===== src/rtl/vga_pkg.sv =====
// Shared game-flow definitions for the pong display pipeline.
//   game_state_t : 2-bit game state carried on the bus from pong_game_fsm to
//                  the ball and paddle controllers. The encoding is fixed
//                  because those blocks decode the raw value.
//   DEF_*        : default game parameters. The right goal line is derived
//                  from the screen width and ball size, so it moves with
//                  the display geometry.
package vga_pkg;

  typedef enum logic [1:0] {
    START     = 2'b00,
    PLAY      = 2'b01,
    POINT     = 2'b10,
    GAME_OVER = 2'b11
  } game_state_t;

  localparam int HOR_PIXELS  = 1024;
  localparam int BALL_SIZE   = 15;
  localparam int GOAL_MARGIN = 8;

  localparam int          DEF_WIN_SCORE   = 7;
  localparam int          DEF_PAUSE_TICKS = 120;
  localparam logic [10:0] DEF_GOAL_L      = 11'd8;
  localparam logic [10:0] DEF_GOAL_R      = 11'(HOR_PIXELS - BALL_SIZE - GOAL_MARGIN);

endpackage


===== src/rtl/edge_detect.sv =====
// One-bit rising-edge detector. The input is registered once, and rise is
// high for exactly one cycle when the input goes from 0 to 1. A held input
// produces only one pulse. The paddle logic uses this module too.
//   clk  : system clock
//   rst  : synchronous, active-high reset (clears the history register)
//   d    : level input, already synchronous to clk
//   rise : combinational pulse, d & ~d_q
module edge_detect (
  input  logic clk,
  input  logic rst,
  input  logic d,
  output logic rise
);

  logic d_q;

  // NOTE: sequential state uses non-blocking assignments so every register
  // samples pre-edge values, whatever order the always blocks run in.
  always_ff @(posedge clk) begin
    if (rst) d_q <= 1'b0;
    else     d_q <= d;
  end

  assign rise = d & ~d_q;

endmodule


===== src/rtl/pong_game_fsm.sv =====
// Game-flow controller. It drives the game state bus, detects goals from the
// ball x position, keeps both scores, times the serve pause after each point
// and declares the winner.
//   clk         : system clock (pixel clock domain)
//   rst         : synchronous, active-high reset
//   timing_tick : one-cycle frame strobe. Goals and the pause advance only on it
//   start_btn   : debounced start/serve button (level)
//   x_ball      : ball x position from the ball controller
//   state       : game state (game_state_t encoding)
//   score_left  : left player score (saturates at WIN_SCORE)
//   score_right : right player score (saturates at WIN_SCORE)
//   winner      : 0 = left won, 1 = right won. Meaningful only in GAME_OVER
module pong_game_fsm
  import vga_pkg::*;
#(
  parameter int          WIN_SCORE   = DEF_WIN_SCORE,
  parameter int          PAUSE_TICKS = DEF_PAUSE_TICKS,
  parameter logic [10:0] GOAL_L      = DEF_GOAL_L,
  parameter logic [10:0] GOAL_R      = DEF_GOAL_R
) (
  input  logic        clk,
  input  logic        rst,
  input  logic        timing_tick,
  input  logic        start_btn,
  input  logic [10:0] x_ball,
  output logic [1:0]  state,
  output logic [3:0]  score_left,
  output logic [3:0]  score_right,
  output logic        winner
);

  localparam logic [3:0] WIN        = 4'(WIN_SCORE);
  localparam logic [7:0] PAUSE_LAST = 8'(PAUSE_TICKS - 1);

  game_state_t state_q, state_d;
  logic [7:0]  pause_cnt;
  logic [3:0]  score_l_q, score_r_q;
  logic        winner_q;

  logic start_rise;
  logic goal_for_right, goal_for_left, pause_done, game_won;

  edge_detect u_start_edge (
    .clk  (clk),
    .rst  (rst),
    .d    (start_btn),
    .rise (start_rise)
  );

  // The left-wall check has priority, so at most one player can score on a tick.
  assign goal_for_right = (x_ball <= GOAL_L);
  assign goal_for_left  = !goal_for_right && (x_ball >= GOAL_R);
  assign pause_done     = timing_tick && (pause_cnt == PAUSE_LAST);
  // Scores were updated on the PLAY exit edge, so this test sees the new point.
  assign game_won       = (score_l_q == WIN) || (score_r_q == WIN);

  always_ff @(posedge clk) begin
    if (rst) state_q <= START;
    else     state_q <= state_d;
  end

  // NOTE: state_d gets its default before the case statement, so every path
  // assigns it and no latch is inferred.
  always_comb begin
    state_d = state_q;
    case (state_q)
      START:     if (start_rise) state_d = PLAY;
      PLAY:      if (timing_tick && (goal_for_right || goal_for_left)) state_d = POINT;
      POINT:     if (pause_done) state_d = game_won ? GAME_OVER : PLAY;
      GAME_OVER: if (start_rise) state_d = START;
      default:   state_d = START;
    endcase
  end

  // Pause counter, scores and winner. They follow the same state decode as
  // the FSM, so an increment and the PLAY exit happen on the same edge.
  always_ff @(posedge clk) begin
    if (rst) begin
      pause_cnt <= '0;
      score_l_q <= '0;
      score_r_q <= '0;
      winner_q  <= 1'b0;
    end else begin
      case (state_q)
        START: begin
          score_l_q <= '0;
          score_r_q <= '0;
        end
        PLAY: begin
          // Clearing the counter here means it is already 0 when POINT starts.
          pause_cnt <= '0;
          if (timing_tick) begin
            if (goal_for_right && (score_r_q < WIN))     score_r_q <= score_r_q + 4'd1;
            else if (goal_for_left && (score_l_q < WIN)) score_l_q <= score_l_q + 4'd1;
          end
        end
        POINT: begin
          if (pause_done) begin
            pause_cnt <= '0;
            if (game_won) winner_q <= (score_r_q == WIN);
          end else if (timing_tick) begin
            pause_cnt <= pause_cnt + 8'd1;
          end
        end
        GAME_OVER: begin
          if (start_rise) begin
            score_l_q <= '0;
            score_r_q <= '0;
            winner_q  <= 1'b0;
          end
        end
        default: pause_cnt <= '0;
      endcase
    end
  end

  assign state       = state_q;
  assign score_left  = score_l_q;
  assign score_right = score_r_q;
  assign winner      = winner_q;

endmodule


===== config.mk =====
export PLATFORM = sky130hd
export DESIGN_NAME = pong_game_fsm
export DESIGN_NICKNAME = d
export VERILOG_FILES = /design/src/rtl/vga_pkg.sv /design/src/rtl/edge_detect.sv /design/src/rtl/pong_game_fsm.sv
export SDC_FILE = /design/constraint.sdc
export NUM_CORES = 1
export LEC_CHECK = 0
export CORE_MARGIN = 4
export CORE_UTILIZATION = 49
export CTS_CLUSTER_DIAMETER = 120
export DETAILED_ROUTE_END_ITERATION = 10
export PLACE_DENSITY = 0.8
export SYNTH_ARGS = -nofsm -noshare
export SYNTH_HDL_FRONTEND = slang
export SYNTH_HIERARCHICAL = 1
export SYNTH_SLANG_ARGS = --single-unit
export TNS_END_PERCENT = 50

===== constraint.sdc =====
create_clock -name clk -period 2.3 [get_ports clk]
set_input_delay 0.46 -clock clk [delete_from_list [all_inputs] [get_ports clk]]
set_output_delay 0.46 -clock clk [all_outputs]
set_load 0.02 [all_outputs]

==> results of run 1 <==
-- cell families (layout without fill, tap and decap cells) --
group	count (synthesis)	after routing	synth area share
flops	20	20	0.338
simple gates	51	51	0.241
mux	2	2	0.0211
fa+ha+maj	8	8	0.0845
compound gates	36	36	0.227
xor+xnor	6	6	0.0444
buf+inv	14	44	0.0444
-- final cells by class --
type | instances | share of cell area
Multi-Input combinational cell | 103 | 0.476
Inverter | 12 | 0.0293
Clock buffer | 3 | 0.0146
Sequential cell | 20 | 0.260
Timing Repair Buffer | 28 | 0.177
Tap cell | 28 | 0.0228
Clock inverter | 1 | 0.0195
-- how the worst min path moves through the flow --
stage / startpoint / endpoint / slack (ps) / depth (start not counted)
5_1_grt: winner$_SDFFE_PP0P_ / winner$_SDFFE_PP0P_ / 510 / 2
2_1_floorplan: pause_cnt[7]$_SDFFE_PP0P_ / pause_cnt[7]$_SDFFE_PP0P_ / 450 / 2
3_5_place_dp: pause_cnt[7]$_SDFFE_PP0P_ / pause_cnt[7]$_SDFFE_PP0P_ / 480 / 2
6_report: pause_cnt[7]$_SDFFE_PP0P_ / pause_cnt[7]$_SDFFE_PP0P_ / 500 / 2
3_3_place_gp: winner$_SDFFE_PP0P_ / winner$_SDFFE_PP0P_ / 460 / 2
4_1_cts: pause_cnt[7]$_SDFFE_PP0P_ / pause_cnt[7]$_SDFFE_PP0P_ / 500 / 2
-- layout by cell type, fill, tap and decap left out, types with 3 or more instances in the layout --
| cell type | instances |
|---|---|
| a31oi_1 | 3 |
| and3_1 | 3 |
| a21oi_1 | 7 |
| nand3_1 | 8 |
| nand2b_1 | 3 |
| ha_1 | 8 |
| nand4_1 | 4 |
| clkbuf_4 | 3 |
| inv_1 | 12 |
| nor3_1 | 3 |
| xor2_1 | 5 |
| nor2_1 | 12 |
| clkdlybuf4s50_1 | 25 |
| buf_4 | 3 |
| o21ai_0 | 7 |
| nand2_1 | 8 |
| dfxtp_1 | 20 |
-- worst max-delay path, stage by stage --
cell,delay (ps)
clkdlybuf4s50_1,440
nor4_2,370
nand3_1,200
or2_1,300
o211a_2,150
buf_4,150
a22o_1,190
-- routing by layer --
layer	up-vias	track usage	part of all wire
li1	562	-	-
met1	537	0.211	0.42
met2	27	0.339	0.53
met3	6	0.0407	0.036
met4	0	0.0762	0.015
met5	-	0	0
-- sequential cells by signal, indices dropped and copies added (netlist names) --
register          count
u_start_edge/d_q      1
state                 2
score_left            4
winner                1
pause_cnt             8
score_right           4
-- report_power, final --
group          internal (mW)  switching, mW  leakage (nW)  total (mW)
Combinational          0.245          0.313         0.395       0.558
Sequential             0.373         0.0353         0.162       0.409
Clock                  0.176          0.122        0.0279       0.298
Total                  0.795          0.470         0.585        1.26
-- through the flow --
stage	instances	instance area [sq um]
floorplan	137	1180
global placement	191	1490
detailed placement	191	1490
CTS	195	1540
global route	195	1540
finish	195	1540
==> results.yml, run 1 <==
outcome:
  status: "complete, no violations"
grt:
  antenna_found_initial: 0
  grt_usage: 0.187
  grt_first_pass_wirelength_um: 4860
  grt_max_degree: 14
  grt_overflow_total: 0
  grt_pass1_vias: 1167
placement:
  place.gp.congestion: 0.777
  io_buffer_count: 25
  dp_slack_ps: -68.2
  hpwl_um: 2250
critical_path:
  critPathMaxFanout: 3
  cp.required_ps: 2520
  crit_path_end_kind: "flop"
  rr_startpoint: "state[1]$_SDFFE_PP0P_"
  r2r_cells: 7
  worstSetupStartpoint: "x_ball[6]"
  cp.arrival_ps: 2260
  r2r_slack_ps: 270
  critPathKind: "in -> reg"
  endpoint: "score_left[3]$_SDFFE_PP0P_"
  critPathLaunchType: "input port"
  worstReg2RegEnd: "pause_cnt[7]$_SDFFE_PP0P_"
finish:
  final_net_count: 191
  syn2layout_area_growth_pct: 29.8
  fill_cells: 189
  post-route-util: 0.682
  multi_input_area_sq_um: 732
  drive_gt1_frac: 0.102
  diodes: 0
  seqCellArea_sq_um: 400
cts:
  cts.path.max_buffers: 2
  cts_buffers: 3
  cts-root-buf: "clkbuf_4"
  htree_levels: 1
  tritoncts: "yes"
  clk_latency_ps: 310
  hold_buffers: 0
  cts.clk_slew.worst_paths_ps: 120
  cts_setup_buffers: 0
  cts.sinks: 20
  cts_resized: 0
drt:
  detail_route.wirelength_um: 2870
  routed-via-count: 1132
  vias_per_cell: 5.81
  drt_iter0_drc: 22
  dr.pass1.iters: 4
  ant_nets: 0
  drc: 0
  wl_per_cell_um: 14.7
pwr:
  irDropWorstVdd_v: 0.000543
  power_mw: 1.26
  power_density_nw_per_um2: 822
  p_leak_nw: 0.585
timing:
  tns_ps: 0
  slew_headroom: 0.670
  worst_slew_pin_slew_ps: 493
  hold_viol: 0
  fin_worst_skew_ps: 5.92
  setup_viol: 0
  hold_ws_ps: 495
  fin_crit_sh: 0.888
  rsz0062_at_grt: "false"
  max_freq_mhz: 489
  slew_viol_final: 0
  setup_slack_ps: 257
  period_minus_slack_ps: 2040
synthesis:
  synth-async-reset-ratio: 0
  ys_seq_area_frac: 0.338
  avgSynthCellArea_sq_um: 8.65
  yosysWarnings: 6
  syn_inst: 137
  synth_ff_type: "dfxtp_1"
  yosys-top-cells-area: "dfxtp_1 (34%), ha_1 (8.4%), inv_1 (3.8%), nor2_1 (3.8%), xor2_1 (3.7%)"
  synth.distinct_cells: 41
  synth.cell_area_sq_um: 1180
  yosysTopAreaCellShare: 0.338
  synth_common_cells: "dfxtp_1 (20), inv_1 (12), nor2_1 (12)"
  synth_enable_flop_cells: 0
  yosys.area.top_type: "dfxtp_1"
  yosysMostFrequentCell: "dfxtp_1"
  syn_nets: 160
  synth-seq-cells: 20
run:
  drv_cap: 0
die:
  dieWidth_um: 57.2
  boundaryPins: 26
  die_h_um: 57.2
  die_area_sq_um: 3270
  rows: 17
  initial_utilization: 0.526
  coreArea_sq_um: 2250
worst_hold_path:
  hold_path_class: "reg -> reg"
(Power assumes the default switching activity.)
==> inputs of run 2 (changes only) <==
- CELL_PAD_IN_SITES_DETAIL_PLACEMENT: default -> 0
- CELL_PAD_IN_SITES_GLOBAL_PLACEMENT: default -> 2
- CORE_UTILIZATION: 49 -> 29
- MAX_ROUTING_LAYER: default -> met4
==> run 2 against run 1 <==
Non-clock buffer count up 1. First-iteration DRC count up 120%. Clock skew down 3.0 ps. Power up 5.4%. Critical path depth down 1. Sequential cell count unchanged. Register-to-register slack better by 30 ps. Cell count up 11%. Count of clock-buffer cells in the layout unchanged. Fmax up 1.3%. Highest routed layer unchanged.
==> results.yml, run 2 (synthesis gave the netlist of run 1 again) <==
drt:
  vias_per_cell: 5.06
  ant_nets: 0
  dr.pass1.iters: 4
  drt_iter0_drc: 49
  routed-via-count: 1094
  detail_route.wirelength_um: 2820
  wl_per_cell_um: 13.0
  drc: 0
timing:
  fin_crit_sh: 0.877
  tns_ps: 0
  hold_viol: 0
  setup_viol: 0
  slew_headroom: 0.733
  worst_slew_pin_slew_ps: 397
  fin_worst_skew_ps: 2.97
  rsz0062_at_grt: "false"
  period_minus_slack_ps: 2020
  slew_viol_final: 0
  max_freq_mhz: 496
pwr:
  irDropWorstVdd_v: 0.000424
  comb_power_share: 0.431
  p_sw_uw: 470
  intPower_uw: 862
  seqPwrFrac: 0.307
  p_leak_nw: 0.598
  switching_share: 0.353
  clockPowerShare: 0.262
  power_density_nw_per_um2: 839
die:
  rows: 22
  die_area_sq_um: 5170
  initial_utilization: 0.312
  die_h_um: 71.9
  boundaryPins: 26
  dieWidth_um: 71.9
  coreArea_sq_um: 3800
run:
  drv_cap: 0
finish:
  final_cell_mix: "clkdlybuf4s50_1 (25), dfxtp_1 (20), inv_1 (12), nor2_1 (12)"
  diodes: 0
  largest_reg_flops: 8
  top_register: "pause_cnt"
  layout_commonest_cell: "clkdlybuf4s50_1"
  syn2layout_area_growth_pct: 34.1
  drive_gt1_frac: 0.107
  multi_input_area_sq_um: 732
  seqCellArea_sq_um: 400
  fill_cells: 373
  final_net_count: 192
  post-route-util: 0.418
cts:
  cts_setup_buffers: 0
  tritoncts: "yes"
  clk_latency_ps: 260
  cts-root-buf: "clkbuf_8"
  cts.path.max_buffers: 2
  hold_buffers: 0
  htree_levels: 1
  cts.sinks: 20
  cts_buffers: 3
  cts_resized: 0
  cts.clk_slew.worst_paths_ps: 80
placement:
  hpwl_um: 2210
  place.gp.congestion: 0.837
  io_buffer_count: 25
critical_path:
  path_buf_inv: 1
  endpoint: "score_left[0]$_SDFFE_PP0P_"
  critPathLaunchType: "input port"
  cp.required_ps: 2450
  crit_path_end_kind: "flop"
  critPathMaxStageDelay_ps: 500
  worstSetupStartpoint: "x_ball[3]"
  critPathMaxFanout: 3
  cp.arrival_ps: 2170
  worstReg2RegEnd: "state[1]$_SDFFE_PP0P_"
  r2r_cells: 7
  critPathTopFamily: "compound AO/OA/AOI/OAI gates"
  cp_num_cells: 6
  slowest_stage: "clkdlybuf4s50_1"
  rr_startpoint: "state[1]$_SDFFE_PP0P_"
  r2r_slack_ps: 300
  critPathKind: "in -> reg"
  path_cells: "clkdlybuf4s50_1 > o31ai_4 > a211o_1 > a211oi_2 > o211a_2 > mux2_4"
grt:
  grt_overflow_total: 0
  antenna_found_initial: 0
  grt_first_pass_wirelength_um: 4760
  grt_pass1_vias: 1063
  grt_max_degree: 13
  grt_usage: 0.118
outcome:
  status: "complete, no violations"
worst_hold_path:
  hold_path_class: "reg -> reg"
run 2: cell type report:
class / count / area share
Inverter: 12 / 0.0283
Timing Repair Buffer: 29 / 0.176
Clock buffer: 3 / 0.0260
Multi-Input combinational cell: 103 / 0.461
Sequential cell: 20 / 0.252
Tap cell: 48 / 0.0378
Clock inverter: 1 / 0.0189
run 2: worst register-to-register path, delay by kind of cell (launching register included):
family                   cells  cell delay [ps]
flip-flops                   1              400
adder cells (fa/ha/maj)      1              280
buffers and inverters        2              330
AO/OA/AOI/OAI                4              900
run 2: worst min path at each step:
stage / end / startpoint / cells after the start / slack, ps
global placement: winner$_SDFFE_PP0P_ / winner$_SDFFE_PP0P_ / 2 / 470
CTS: winner$_SDFFE_PP0P_ / winner$_SDFFE_PP0P_ / 2 / 480
global route: winner$_SDFFE_PP0P_ / winner$_SDFFE_PP0P_ / 2 / 490
finish: winner$_SDFFE_PP0P_ / winner$_SDFFE_PP0P_ / 2 / 480
detailed placement: winner$_SDFFE_PP0P_ / winner$_SDFFE_PP0P_ / 2 / 470
floorplan: pause_cnt[7]$_SDFFE_PP0P_ / pause_cnt[7]$_SDFFE_PP0P_ / 2 / 450
run 2: power by group through the flow:
stage	clock network [mW]	logic (mW)	registers (mW)
global placement	0	0.574	0.418
CTS	0.359	0.580	0.410
floorplan	0	0.349	0.435
finish	0.350	0.574	0.409
detailed placement	0	0.576	0.418
global route	0.373	0.637	0.415
run 2: metrics by stage:
step	instance area, sq um	total power [mW]	hold slack (ps)	worst slack [ps]	std cells
floorplan	1180	0.784	454	405	137
detailed placement	1520	0.994	470	14.9	212
finish	1590	1.33	482	282	216
CTS	1590	1.35	484	288	216
global route	1590	1.42	493	189	216
global placement	1520	0.992	468	25.5	212
run 2: per-layer routing:
| layer | up-vias | track usage | share of wire |
|---|---|---|---|
| met5 | - | - | 0 |
| met4 | 0 | 0.0251 | 0.0064 |
| met3 | 2 | 0.0332 | 0.036 |
| met2 | 17 | 0.196 | 0.49 |
| met1 | 518 | 0.144 | 0.47 |
| li1 | 557 | - | - |
==> inputs of run 3 (changes only) <==
- RECOVER_POWER: default -> 100
==> run 3 against run 2 <==
First-iteration DRC count up 33%. Sequential share of layout area increased by 0.32 points. Critical path depth unchanged. Largest power group unchanged.
==> results.yml, run 3 (synthesis gave the netlist of run 1 again) <==
outcome:
  status: "complete, no violations"
timing:
  fin_crit_sh: 0.887
  rsz0062_at_grt: "false"
  slew_viol_final: 0
  tns_ps: 0
  setup_slack_ps: 259
  fin_worst_skew_ps: 2.70
  setup_viol: 0
  hold_viol: 0
  worst_slew_pin_slew_ps: 390
  period_minus_slack_ps: 2040
  max_freq_mhz: 490
  slew_headroom: 0.737
cts:
  cts_setup_buffers: 0
  hold_buffers: 0
  clk_latency_ps: 260
  tritoncts: "yes"
  cts-root-buf: "clkbuf_8"
  htree_levels: 1
  cts.clk_slew.worst_paths_ps: 80
  cts.sinks: 20
  cts_buffers: 3
  cts.path.max_buffers: 2
  cts_resized: 0
pwr:
  comb_power_share: 0.412
  power_density_nw_per_um2: 822
  power_mw: 1.29
  clockPowerShare: 0.271
  p_sw_uw: 467
  seqPwrFrac: 0.316
  irDropWorstVdd_v: 0.000414
  switching_share: 0.362
  intPower_uw: 823
  p_leak_nw: 0.624
finish:
  largest_reg_flops: 8
  top_register: "pause_cnt"
  fill_cells: 376
  post-route-util: 0.413
  final_net_count: 192
  final_cell_mix: "dfxtp_1 (20), clkdlybuf4s50_1 (13), inv_1 (12), nor2_1 (12), dlygate4sd3_1 (12)"
  syn2layout_area_growth_pct: 32.4
  drive_gt1_frac: 0.0833
  layout_commonest_cell: "dfxtp_1"
  diodes: 0
  final_area_sq_um: 1570
critical_path:
  cp.arrival_ps: 2180
  r2r_slack_ps: 300
  endpoint: "score_left[0]$_SDFFE_PP0P_"
  worstReg2RegEnd: "state[1]$_SDFFE_PP0P_"
  critPathLaunchType: "input port"
  r2r_cells: 7
  cp.required_ps: 2440
  crit_path_end_kind: "flop"
  critPathMaxFanout: 3
  worstSetupStartpoint: "x_ball[0]"
  rr_startpoint: "state[1]$_SDFFE_PP0P_"
  critPathKind: "in -> reg"
grt:
  grt_pass1_vias: 1063
  grt_overflow_total: 0
  grt_max_degree: 13
  grt_usage: 0.118
  antenna_found_initial: 0
  grt_first_pass_wirelength_um: 4760
drt:
  dr.pass1.iters: 4
  vias_per_cell: 5.03
  detail_route.wirelength_um: 2820
  routed-via-count: 1087
  wl_per_cell_um: 13.1
  ant_nets: 0
  drc: 0
  drt_iter0_drc: 65
placement:
  place.gp.congestion: 0.837
  hpwl_um: 2210
  io_buffer_count: 25
  dp_slack_ps: 14.9
  place_area_sq_um: 1520
die:
  boundaryPins: 26
  initial_utilization: 0.312
  dieWidth_um: 71.9
  rows: 22
  coreArea_sq_um: 3800
  die_h_um: 71.9
  die_area_sq_um: 5170
worst_hold_path:
  hold_path_class: "reg -> reg"
run:
  drv_cap: 0
-- run 3: changes by cell type in the layout (fill, tap and decap cells not counted) --
cell,before,now
clkbuf_2,0,1
clkbuf_1,0,2
nor4_2,1,0
nor4_1,0,1
mux2_1,0,1
buf_4,4,1
mux2_4,1,0
clkdlybuf4s50_1,25,13
dlygate4sd3_1,0,12
or2_1,1,0
or2_0,0,1
-- run 3: metrics by stage --
| stage | hold WS, ps | std cells |
|---|---|---|
| after floorplan | 454 | 137 |
| after CTS | 484 | 216 |
| after detailed placement | 470 | 212 |
| after global routing | 490 | 216 |
| final | 479 | 216 |
| after global placement | 468 | 212 |
-- run 3: worst min-delay path by stage --
stage          slack, ps                 startpoint  cells after the start                        end
6_report             480        winner$_SDFFE_PP0P_                      2        winner$_SDFFE_PP0P_
5_1_grt              490        winner$_SDFFE_PP0P_                      2        winner$_SDFFE_PP0P_
4_1_cts              480        winner$_SDFFE_PP0P_                      2        winner$_SDFFE_PP0P_
3_5_place_dp         470        winner$_SDFFE_PP0P_                      2        winner$_SDFFE_PP0P_
3_3_place_gp         470        winner$_SDFFE_PP0P_                      2        winner$_SDFFE_PP0P_
2_1_floorplan        450  pause_cnt[7]$_SDFFE_PP0P_                      2  pause_cnt[7]$_SDFFE_PP0P_
-- run 3: cell type report --
type,instances,area [sq um],area share
clock inverters,1,30.0,0.0191
flip-flops and latches,20,400,0.255
inverters,12,45.0,0.0287
clock buffers,3,41.3,0.0263
repair buffers,29,270,0.172
multi-input cells,103,722,0.460
well taps,48,60.1,0.0383
-- run 3: worst max-delay path, stage by stage --
cell and delay (ps):
clkdlybuf4s50_1 500, o31ai_4 90, a211o_1 340, a211oi_2 250
o211a_2 220, mux2_1 320
-- run 3: metal layers --
metal,share of wire,GRT usage
met1,0.47,0.144
met2,0.48,0.196
met4,0.0064,0.0251
met3,0.034,0.0332
met5,0,-
-- run 3: power by group through the flow --
| stage | clock [mW] | sequential [mW] | combinational, mW |
|---|---|---|---|
| finish | 0.350 | 0.408 | 0.532 |
| detailed placement | 0 | 0.418 | 0.576 |
| floorplan | 0 | 0.435 | 0.349 |
| CTS | 0.359 | 0.410 | 0.580 |
| global route | 0.373 | 0.414 | 0.595 |
| global placement | 0 | 0.418 | 0.574 |
